==> config.mk <==
export PLATFORM = sky130hd
export DESIGN_NAME = seq_serializer
export DESIGN_NICKNAME = d
export VERILOG_FILES = /design/src/rtl/seq_pkg.sv /design/src/rtl/seq_serializer.sv
export SDC_FILE = /design/constraint.sdc
export NUM_CORES = 1
export LEC_CHECK = 0
export CAP_MARGIN = 20
export CORE_MARGIN = 2
export CORE_UTILIZATION = 35
export CTS_CLUSTER_SIZE = 20
export DETAILED_ROUTE_END_ITERATION = 10
export GPL_TIMING_DRIVEN = 0
export PLACE_DENSITY = 0.67
export RECOVER_POWER = 25
export SLEW_MARGIN = 20
export SYNTH_ARGS = -nofsm -noshare
export SYNTH_HDL_FRONTEND = slang
export SYNTH_SLANG_ARGS = --single-unit
==> constraint.sdc <==
create_clock -name clk -period 1.4 [get_ports clk]
set_input_delay 0.21 -clock clk [delete_from_list [all_inputs] [get_ports clk]]
set_output_delay 0.21 -clock clk [all_outputs]
set_load 0.01 [all_outputs]
==> src/rtl/seq_pkg.sv <==
// Shared types and helpers for the serial stimulus path feeding the 101 detector.
package seq_pkg;

  localparam int unsigned DEF_WIDTH = 16;

  typedef enum logic {
    S_IDLE  = 1'b0,
    S_SHIFT = 1'b1
  } state_e;

  // Zero or an over-range length means "send the whole word".
  function automatic int unsigned eff_len(input int unsigned len, input int unsigned width);
    return ((len == 0) || (len > width)) ? width : len;
  endfunction

endpackage

==> src/rtl/seq_serializer.sv <==
// Parallel-to-serial converter with valid/ready load and bit-rate enable.
// Default order is LSB first; define SEQ_SERIALIZER_MSB_FIRST_EN for MSB first.
module seq_serializer
  import seq_pkg::*;
#(
  parameter int unsigned WIDTH = DEF_WIDTH,
  parameter int unsigned LEN_W = $clog2(WIDTH + 1)
) (
  input  logic             clk,
  input  logic             reset,
  input  logic [WIDTH-1:0] load_data,
  input  logic [LEN_W-1:0] load_len,
  input  logic             load_valid,
  output logic             load_ready,
  input  logic             shift_en,
  output logic             ser_out,
  output logic             ser_valid,
  output logic             busy,
  output logic             done
);

  state_e           state_q, state_d;
  logic [WIDTH-1:0] shreg_q;
  logic [WIDTH-1:0] shreg_next_c;
  logic [WIDTH-1:0] load_word_c;
  logic [LEN_W-1:0] cnt_q;
  logic [LEN_W-1:0] len_c;
  logic             ser_q;
  logic             cur_bit_c;
  logic             shift_c;
  logic             last_c;
  logic             accept_c;

  assign len_c    = LEN_W'(eff_len(32'(load_len), WIDTH));
  assign shift_c  = (state_q == S_SHIFT) && shift_en;
  assign last_c   = shift_c && (cnt_q == LEN_W'(1));
  assign accept_c = load_valid && load_ready;

`ifdef SEQ_SERIALIZER_MSB_FIRST_EN
  // Left-align the word so its top effective bit sits at the output end.
  assign load_word_c  = load_data << (WIDTH - 32'(len_c));
  assign cur_bit_c    = shreg_q[WIDTH-1];
  assign shreg_next_c = {shreg_q[WIDTH-2:0], 1'b0};
`else
  // Word is taken as-is; bit 0 leaves first.
  assign load_word_c  = load_data;
  assign cur_bit_c    = shreg_q[0];
  assign shreg_next_c = {1'b0, shreg_q[WIDTH-1:1]};
`endif

  // State register.
  always_ff @(posedge clk) begin
    if (reset) state_q <= S_IDLE;
    else       state_q <= state_d;
  end

  // Next state and decoded outputs; ready is combinational for zero-bubble reloads.
  always_comb begin
    state_d    = state_q;
    load_ready = 1'b0;
    busy       = 1'b0;
    ser_valid  = 1'b0;
    done       = 1'b0;
    ser_out    = ser_q;
    case (state_q)
      S_IDLE: begin
        load_ready = !reset;
        if (accept_c) state_d = S_SHIFT;
      end
      S_SHIFT: begin
        busy       = 1'b1;
        load_ready = !reset && last_c;
        ser_valid  = !reset && shift_c;
        done       = !reset && last_c;
        if (shift_c) ser_out = cur_bit_c;
        if (last_c && !accept_c) state_d = S_IDLE;
      end
      default: state_d = S_IDLE;
    endcase
  end

  // Shift register, bit counter and held output bit.
  always_ff @(posedge clk) begin
    if (reset) begin
      shreg_q <= '0;
      cnt_q   <= '0;
      ser_q   <= 1'b0;
    end else begin
      if (shift_c) begin
        shreg_q <= shreg_next_c;
        cnt_q   <= cnt_q - LEN_W'(1);
        ser_q   <= cur_bit_c;
      end
      if (accept_c) begin
        shreg_q <= load_word_c;
        cnt_q   <= len_c;
      end
    end
  end

endmodule
# [Word level (Yosys, flattened, before mapping)]
# Index checks and enable logic that the tools add are counted.
[word_totals] regBits=23 wordCells=33
[op_classes] n_addsub=1 order_cmp=1 eq_ne=1 n_mux=14 bitwise=1 n_reduce_logical=11
[op_table] operator="2-to-1 mux 16 bit" count=2
[op_table] operator="2-to-1 mux 5 bit" count=3
[op_table] operator="2-to-1 mux 1 bit" count=7
[op_table] operator="logical AND 1 bit" count=6
[op_table] operator="equality test 5 x 1 -> 1 bit, second input constant" count=1
[op_table] operator="> comparator 5 bit, second input constant" count=1
[op_table] operator="logical NOT 5 bit" count=1
[op_table] operator="subtractor 5 x 1 -> 5 bit, second input constant" count=1
[op_table] operator="one-hot mux 1 bit (2 select lines)" count=2
[op_table] operator="logical NOT 1 bit" count=2
[op_table] operator="nonzero test 2 bit" count=1
[op_table] operator="logical OR 1 bit" count=1
[op_table] operator="inverter 1 bit" count=1

# [Logic depth before layout (Yosys ltp)]
# Gate-level depths: netlist of the first run.
[logic_depth] word_depth=9 depth_mapped=7 ltp_nobuf=6

# [Worst setup path before layout of the first run]
# No wires, ideal clock.
[synth_timing] kind="reg2out" startpoint="register state_q" endpoint="output port done" arrival_ns=1.361 required_ns=1.190 setup_slack_ns=-0.171 stages_incl_launch_ff=7 n_path_buf=3 path_cell_list="dfxtp_1 > buf_4 > nand2_2 > buf_2 > buf_2 > nor2_1 > and2_1"
[synth_via] elab_chain_len=4
[synth_lines] element="start: declaration" line="seq_serializer.sv:22" source="state_e state_q, state_d;"
[synth_lines] element="start signal: assignment" line="seq_serializer.sv:54" source="else state_q <= state_d;"
[synth_lines] element="logical AND 1 bit" line="seq_serializer.sv:35" source="assign shift_c = (state_q == S_SHIFT) && shift_en;"
[synth_lines] element="logical AND 1 bit" line="seq_serializer.sv:36" source="assign last_c = shift_c && (cnt_q == LEN_W'(1));"
[synth_lines] element="logical AND 1 bit" line="seq_serializer.sv:74" source="done = !reset && last_c;"
[synth_lines] element="2-to-1 mux 1 bit (*)" line="seq_serializer.sv:65" source="case (state_q)"
[synth_lines] element="end: declaration" line="seq_serializer.sv:19" source="output logic done"
# Every way passes the cells marked *; elsewhere a longest branch is shown, timed or not.

# [Final worst setup path of the first run]
[layout_timing] startpoint="register cnt_q[1]" endpoint="register shreg_q[1]"
[layout_via] elab_chain_len=6 elab_cells_between_ends=7 classes_between="eq/ne: 1; mux: 2; reduce/logical: 4"
[layout_lines] element="start: declaration" line="seq_serializer.sv:26" source="logic [LEN_W-1:0] cnt_q;"
[layout_lines] element="start signal: assignment" line="seq_serializer.sv:91" source="cnt_q <= cnt_q - LEN_W'(1);"
[layout_lines] element="start signal: assignment" line="seq_serializer.sv:96" source="cnt_q <= len_c;"
[layout_lines] element="equality test 5 x 1 -> 1 bit (*)" line="seq_serializer.sv:36"
[layout_lines] element="logical AND 1 bit (*)" line="seq_serializer.sv:36"
[layout_lines] element="logical AND 1 bit (*)" line="seq_serializer.sv:72" source="load_ready = !reset && last_c;"
[layout_lines] element="one-hot mux 1 bit (2 select lines) (*)" line="seq_serializer.sv:65"
[layout_lines] element="logical AND 1 bit (*)" line="seq_serializer.sv:37" source="assign accept_c = load_valid && load_ready;"
[layout_lines] element="2-to-1 mux 16 bit or nonzero test 2 bit (tied branches)"
[layout_lines] element="end signal: assignment" line="seq_serializer.sv:90" source="shreg_q <= shreg_next_c;"
[layout_lines] element="end signal: assignment" line="seq_serializer.sv:95" source="shreg_q <= load_word_c;"
[layout_lines] element="end: declaration" line="seq_serializer.sv:23" source="logic [WIDTH-1:0] shreg_q;"
# Marks and branches as above.
# A chain may end at the register's enable or synchronous reset.

==> flow_summary.ini, run 1 <==
[yosys]
synth_top_area_share = 0.3878
ys_ff_latch = 23
synth_fp_nets = 168
netlist_area_um2 = 1187
yosys.area.top_type = dfxtp_1
yosys-top-cells-area = dfxtp_1, a311oi_1, nand3_1
avgSynthCellArea_um2 = 8.481
synthCells = 140
synth_cell_types = 26
ys_warn_count = 0
ys_seq_area_frac = 0.3878

[clocking]
cts_buffers = 3
path_clk_slew_ns = 0.13
htreeDepth = 1
cts.sinks = 23
worstSkewPairLatency_ns = 0.33
root_buffer = clkbuf_4
cts_hold_buf = 0
cts_tree = yes
clock_path_buffers = 2

[sta]
drv_slew = 0
layout_min_cycle_time_ns = 1.749
fmax_mhz = 571.6
hold_slack_ns = 0.2691
finalSetupViolations = 26
skew_ns = 0.008225
worst_slack_ns = -0.3494
relSlewSlack = 0.5960
min_period_over_period = 1.250
rsz0062_at_grt = true
finalHoldViolCount = 0
worst_pin_slew_ns = 0.6060

[critical_path]
cp-start-kind = flip-flop
cpLargestDelayFamily = compound AO/OA/AOI/OAI gates
path_depth = 8
critPathSlowestCell = dfxtp_2
crit_type = flip-flop to flip-flop
worstRegToRegCells = 8
crit_arrival_ns = 1.98
required_ns = 1.63
end_kind = flip-flop
cp.buffers_inverters = 3
slowest_delay_ns = 0.35
path_max_fanout = 6
crit_chain = inv_2 > ha_4 > nor4b_4 > buf_4 > a31oi_4 > buf_6 > nor2_2 > a311oi_1

[hold_path]
hold_depth = 2
hp-class = primary input to flip-flop

[floorplanning]
core-area_um2 = 3284
start_util = 0.3615
die-area_um2 = 3874
num_io_pins = 30
die_y_um = 62.25
rows = 21
die_w_um = 62.25

[power]
ir_drop_mv = 0.2730
power_density_nw_per_um2 = 824.1
cellLeakagePower_nw = 0.7110

[grt]
grt_pass1_wl_um = 5720
met1_usage = 0.2227
met3_usage = 0.02717
grt_max_degree = 14
grt_usage = 0.1801
busiest_layer = met2
grt_overflow = 0
antenna_found_initial = 0
grt_use_met2 = 0.3098
grt_pass1_vias = 1222

[route]
drtIter0Drc = 51
postRouteAntennaNets = 0
wl_um = 3822
route.detailed.drc = 0
wire_per_inst_um = 15.79
num_vias = 1320
drt_pass1_iterations = 4
routed_via_density = 5.455

[final_layout]
syn2layout_area_growth_pct = 64.07
drive_gt1_frac = 0.4031
final_util = 0.5931
fin_nets = 225
antennaDiodeCount = 0

[run_status]
violations = negative setup slack
outcome = complete, but fails checks

[placed_design]
finalWeightedCongestion = 0.7801
port_buffers = 27
dp_hpwl_um = 2158

[flow_run]
cap_violations = 0
Yosys cell counts:
cell and number:
dfxtp_1 23, nand2_1 18, nand3_1 17, nor2_1 17
a311oi_1 16, a21oi_1 7, clkbuf_1 5, buf_4 4
inv_1 4, ha_1 3, nand2b_1 3, nor2b_1 3
xnor2_1 3, a211oi_1 2, buf_2 2, buf_6 2
nand3b_1 2, a31oi_4 1, and2_1 1, mux2_2 1
mux2i_1 1, nand2_2 1, nor4_1 1, nor4b_2 1
nor4b_4 1, or4_1 1
power by group:
part	switching, mW	internal (mW)	total (mW)
Sequential	0.0450	0.716	0.761
Clock	0.215	0.107	0.322
Combinational	0.245	0.278	0.522
area by class of cell:
class,instances,area [um^2]
well taps,46,57.56
clock inverters,1,5.005
inverters,4,15.01
fillers,264,1336
clock buffers,3,22.52
plain buffers,12,105.1
flip-flops and latches,23,462.9
multi-input cells,101,788.3
repair buffers,52,491.7
sequential cells by signal, summed over array words and instances (netlist names):
| register | count |
|---|---|
| shreg_q | 16 |
| cnt_q | 5 |
| ser_q | 1 |
| state_q | 1 |
what timing repair did:
| item | CTS | global route |
|---|---|---|
| endpoints found under the setup margin | 26 | 26 |
| buffers inserted | 12 | 9 |
| cloned | 2 | 3 |
| pin swaps | 12 | 12 |
| gates resized for setup | 48 | 27 |
final timing paths:
path / startpoint / slack, ns / to
hold reg to reg: shreg_q[15] / 0.49 / shreg_q[15]
hold / removal: reset / 0.27 / ser_q
setup reg to reg: cnt_q[1] / -0.35 / shreg_q[1]
setup / recovery: cnt_q[1] / -0.35 / shreg_q[1]
cell usage in the layout (no fill, tap or decap), types with 2 or more instances in the layout:
cell type and n:
a21oi_1 3, a311oi_1 11, nand3_1 16, dfxtp_1 21, clkdlybuf4s50_1 21, nand2_1 17
nand2b_1 3, a311oi_2 5, clkbuf_1 4, dlygate4sd2_1 2, nor2_2 12, dfxtp_2 2
clkbuf_4 3, nor2_1 3, buf_6 19, buf_4 16, ha_1 2, nand3b_1 2
nor2b_1 3, xnor2_1 3, inv_2 2, a21oi_2 4, nor2_4 2, a31oi_4 2
inv_1 2
kinds of logic after synthesis:
family | after synthesis | synth area share
xor gates and xnor gates | 3 | 0.02213
AOI/OAI and AO/OA | 26 | 0.1781
buffers and inverters | 17 | 0.08114
adders and majority gates | 3 | 0.03162
and+or+nand+nor | 66 | 0.2813
DFF | 23 | 0.3878
muxes | 2 | 0.01791
metal layers:
metal | part of all wire | routed length [um] | vias up
li1 | - | - | 617
met1 | 0.40 | 1520 | 648
met2 | 0.53 | 2012 | 46
met3 | 0.049 | 188 | 9
met4 | 0.027 | 102 | 0
met5 | 0 | 0 | -
through the flow:
step / TNS [ns] / setup WS (ns) / instances / cell area, um^2 / power, mW
2_1_floorplan: -0.02852 / -0.01182 / 140 / 1210 / 0.9836
3_5_place_dp: -9.617 / -0.5696 / 213 / 1538 / 1.122
6_report: -6.489 / -0.3494 / 242 / 1948 / 1.605
4_1_cts: -5.941 / -0.2871 / 230 / 1748 / 1.499
5_1_grt: -8.408 / -0.4113 / 242 / 1948 / 1.679
3_3_place_gp: -8.712 / -0.5442 / 213 / 1538 / 1.112
worst reg2reg max path: stages (launching register included):
cell and delay, ns:
dfxtp_2 0.35, inv_2 0.05, ha_4 0.15, nor4b_4 0.13, buf_4 0.17, a31oi_4 0.29, buf_6 0.20, nor2_2 0.04
a311oi_1 0.29
Note: power is estimated with default switching activity, not from simulation.
==> run 2: changes to the inputs <==
PLACE_DENSITY = 0.64   (was 0.67)
clock period = 1.8 ns   (was 1.4 ns; I/O delays follow)
==> flow_summary.ini, run 2 (same netlist as run 1, synthesis figures left out) <==
[final_layout]
final_cell_mix = clkdlybuf4s50_1, dfxtp_1, nor2_1, nand3_1, nand2_1
syn2layout_area_growth_pct = 37.51
final_common_cell = clkdlybuf4s50_1
final_util = 0.4971
drive_gt1_frac = 0.1751
largest_reg_flops = 16
antennaDiodeCount = 0
stdcell_area_um2 = 1633
regMostFlops = shreg_q
reg.largest.list = shreg_q x16, cnt_q x5
fin_nets = 206
fillers = 329

[route]
wire_per_inst_um = 13.37
drtIter0Drc = 72
drt_pass1_iterations = 4
postRouteAntennaNets = 0
num_vias = 1158
route.detailed.drc = 0
wl_um = 2982
routed_via_density = 5.193

[critical_path]
crit_arrival_ns = 1.55
r2r_slack_ns = 0.01
slowest_delay_ns = 0.34
crit_chain = inv_2 > ha_4 > nor4b_4 > buf_4 > nand2_2 > a21oi_2 > buf_2
required_ns = 1.53
cpLargestDelayFamily = buffers and inverters
worstRegToRegCells = 9
crit_type = flip-flop to output pin
path_max_fanout = 2
reg2reg_to = shreg_q[3]
reg2reg_from = cnt_q[1]
cp-start-kind = flip-flop
end_kind = output pin
cp.buffers_inverters = 3
critPathSlowestCell = dfxtp_2

[placed_design]
dp_hpwl_um = 2105
dpl_cell_area_um2 = 1515
port_buffers = 27
finalWeightedCongestion = 0.7560

[sta]
fmax_mhz = 549.9
worst_slack_ns = -0.01861
layout_min_cycle_time_ns = 1.819
worst_pin_slew_ns = 0.5015
rsz0062_at_grt = true
min_period_over_period = 1.010
finalHoldViolCount = 0
skew_ns = 0.01451
drv_slew = 0
relSlewSlack = 0.6657
finalSetupViolations = 1

[grt]
met3_usage = 0.03080
busiest_layer = met2
grt_usage = 0.1573
grt_overflow = 0
grt_pass1_wl_um = 4892
antenna_found_initial = 0
grt_pass1_vias = 1113
grt_max_degree = 20
grt_use_met2 = 0.2677
met1_usage = 0.1907

[clocking]
cts_hold_buf = 0
path_clk_slew_ns = 0.12
root_buffer = clkbuf_4
cts_buffers = 3
worstSkewPairLatency_ns = 0.32
cts_tree = yes
cts.sinks = 23
htreeDepth = 1
clock_path_buffers = 2

[floorplanning]
die_w_um = 62.25
num_io_pins = 30
die_y_um = 62.25
die-area_um2 = 3874
core-area_um2 = 3284
rows = 21
start_util = 0.3615

[hold_path]
hp-class = primary input to flip-flop
hold_depth = 2
hp-start = reset
hold_end = ser_q

[power]
ir_drop_mv = 0.2516
power_density_nw_per_um2 = 696.0
cellLeakagePower_nw = 0.6003

[run_status]
outcome = complete, but fails checks
violations = negative setup slack

[flow_run]
cap_violations = 0
[run 2: cell type report]
cell class	count	area, um^2	area share
multi-input cells	100	660.6	0.4046
flip-flops and latches	23	462.9	0.2835
repair buffers	34	311.5	0.1908
plain buffers	12	98.84	0.06054
well taps	46	57.56	0.03525
clock buffers	4	26.28	0.01609
inverters	4	15.01	0.009195
[run 2: how the worst max path moves through the flow]
stage | start | endpoint | slack (ns) | cells after the start
floorplan | state_q | done | 0.17 | 6
global placement | state_q | done | -0.27 | 7
detailed placement | state_q | done | -0.29 | 7
CTS | cnt_q[1] | done | -0.03 | 6
global route | cnt_q[1] | load_ready | -0.09 | 7
finish | cnt_q[1] | load_ready | -0.02 | 7
[run 2: routing by layer]
layer  up-vias  part of all wire
met2        43              0.47
met5         -                 0
met1       537              0.45
met4         0             0.015
li1        573                 -
met3         5             0.065
[run 2: what timing repair did]
| item | CTS | global route |
|---|---|---|
| pin swaps | 1 | 3 |
| resized for setup | 22 | 4 |
| setup buffers | 6 | 1 |
| endpoints found under the setup margin | 4 | 23 |
| endpoints found under the hold margin | 0 | 0 |
[run 2: metrics by stage]
| step | setup WS (ns) | hold slack [ns] | setup TNS (ns) | power (mW) | std cells |
|---|---|---|---|---|---|
| final | -0.01861 | 0.2774 | -0.01861 | 1.136 | 223 |
| after detailed placement | -0.2858 | 0.4690 | -1.336 | 0.8640 | 213 |
| after global placement | -0.2685 | 0.4648 | -1.054 | 0.8566 | 213 |
| after global routing | -0.08637 | 0.3353 | -0.6238 | 1.183 | 223 |
| after CTS | -0.02609 | 0.2688 | -0.03754 | 1.133 | 222 |
| after floorplan | 0.1692 | 0.3874 | 0 | 0.7582 | 140 |
[run 2: where the power goes]
group	internal, mW	total [mW]	switching [mW]
registers	0.557	0.589	0.0324
clock network	0.0868	0.248	0.162
logic	0.158	0.299	0.141
total	0.802	1.14	0.335
==> run 3: changes to the inputs <==
CTS_BUF_LIST = sky130_fd_sc_hd__clkbuf_4 sky130_fd_sc_hd__clkbuf_8 sky130_fd_sc_hd__clkbuf_16   (was not set)
==> flow_summary.ini, run 3 (same netlist as run 1, synthesis figures left out) <==
[critical_path]
crit_arrival_ns = 1.57
crit_type = flip-flop to output pin
required_ns = 1.53
path_max_fanout = 2
end_kind = output pin
cp-start-kind = flip-flop

[clocking]
path_clk_slew_ns = 0.12
cts.sinks = 23
htreeDepth = 1
cts_hold_buf = 0
cts_tree = yes
worstSkewPairLatency_ns = 0.32
root_buffer = clkbuf_4
clock_path_buffers = 2
cts_buffers = 3

[final_layout]
stdcell_area_um2 = 1652
final_cell_mix = clkdlybuf4s50_1, dfxtp_1, nand3_1, nand2_1, a311oi_1
regMostFlops = shreg_q
fin_nets = 207
syn2layout_area_growth_pct = 39.09
largest_reg_flops = 16
final_common_cell = clkdlybuf4s50_1
antennaDiodeCount = 0
finalNonFillerCells = 224
final_util = 0.5029
drive_gt1_frac = 0.1910
reg.largest.list = shreg_q x16, cnt_q x5

[sta]
min_period_over_period = 1.022
finalSetupViolations = 2
relSlewSlack = 0.6370
layout_min_cycle_time_ns = 1.839
worst_slack_ns = -0.03893
setup_tns_ns = -0.04105
drv_slew = 0
rsz0062_at_grt = true
skew_ns = 0.005432
worst_pin_slew_ns = 0.5445
fmax_mhz = 543.8
hold_slack_ns = 0.2718
finalHoldViolCount = 0

[floorplanning]
die-area_um2 = 3874
rows = 21
num_io_pins = 30
core-area_um2 = 3284
start_util = 0.3615
die_w_um = 62.25
die_y_um = 62.25

[route]
postRouteAntennaNets = 0
wire_per_inst_um = 13.36
drt_pass1_iterations = 6
drtIter0Drc = 27
route.detailed.drc = 0
routed_via_density = 5.196
wl_um = 2992
num_vias = 1164

[placed_design]
dp_hpwl_um = 2105
port_buffers = 27
dp_cells = 213
dpl_cell_area_um2 = 1515
finalWeightedCongestion = 0.7560

[grt]
grt_pass1_vias = 1114
grt_max_degree = 20
antenna_found_initial = 0
grt_overflow = 0
grt_usage = 0.1589
grt_pass1_wl_um = 4940

[power]
power_density_nw_per_um2 = 698.6
ir_drop_mv = 0.2523
cellLeakagePower_nw = 0.6138

[hold_path]
hp-class = primary input to flip-flop

[run_status]
outcome = complete, but fails checks
violations = negative setup slack

[flow_run]
cap_violations = 0
-- run 3: cell count changes in the layout (fill, tap and decap cells not counted), sizes merged --
cell	before	now
clkdlybuf4s50	22	23
clkbuf	10	9
dlygate4sd3	1	0
buf	15	17
-- run 3: per-layer routing --
layer / GRT usage / share of wire / vias to the layer above
met5: 0 / 0 / -
met4: 0.07500 / 0.015 / 0
met3: 0.03080 / 0.083 / 5
met2: 0.2690 / 0.46 / 43
met1: 0.1941 / 0.44 / 541
li1: - / - / 575
-- run 3: power breakdown --
| part | internal [mW] | switching, mW |
|---|---|---|
| Clock | 0.102 | 0.159 |
| Sequential | 0.557 | 0.0322 |
| Combinational | 0.161 | 0.142 |
| Total | 0.820 | 0.334 |
-- run 3: final timing paths --
check,start,end,slack [ns],cells past startpoint
setup / recovery,cnt_q[1],load_ready,-0.04,7
hold / removal,reset,ser_q,0.27,2
setup reg to reg,cnt_q[1],shreg_q[3],0,9
hold reg to reg,shreg_q[15],shreg_q[15],0.49,2
-- run 3: per-stage QoR --
step	setup slack, ns	total power [mW]
after floorplan	0.1692	0.7582
after global placement	-0.2685	0.8566
after detailed placement	-0.2858	0.8640
after CTS	-0.006573	1.148
after global routing	-0.1312	1.207
final	-0.03893	1.154
-- run 3: area by class of cell --
| type | instances | area, um^2 |
|---|---|---|
| fillers | 327 | 1633 |
| multi-input cells | 100 | 664.4 |
| flip-flops and latches | 23 | 462.9 |
| repair buffers | 35 | 322.8 |
| plain buffers | 12 | 98.84 |
| well taps | 46 | 57.56 |
| clock buffers | 4 | 30.03 |
| inverters | 4 | 15.01 |
-- run 3: timing repair --
item / in CTS / in global routing
resized for setup: 23 / 9
setup endpoints to repair: 4 / 23
pin swaps: 1 / 5
setup buffers: 6 / 1
cloned: 0 / 1
-- run 3: critical path, stage by stage, from the launching register on --
cell and delay (ns):
dfxtp_2 0.34, inv_2 0.07, ha_4 0.13, nor4b_4 0.20, buf_4 0.18, nand2_4 0.05, a21oi_2 0.13, buf_2 0.14
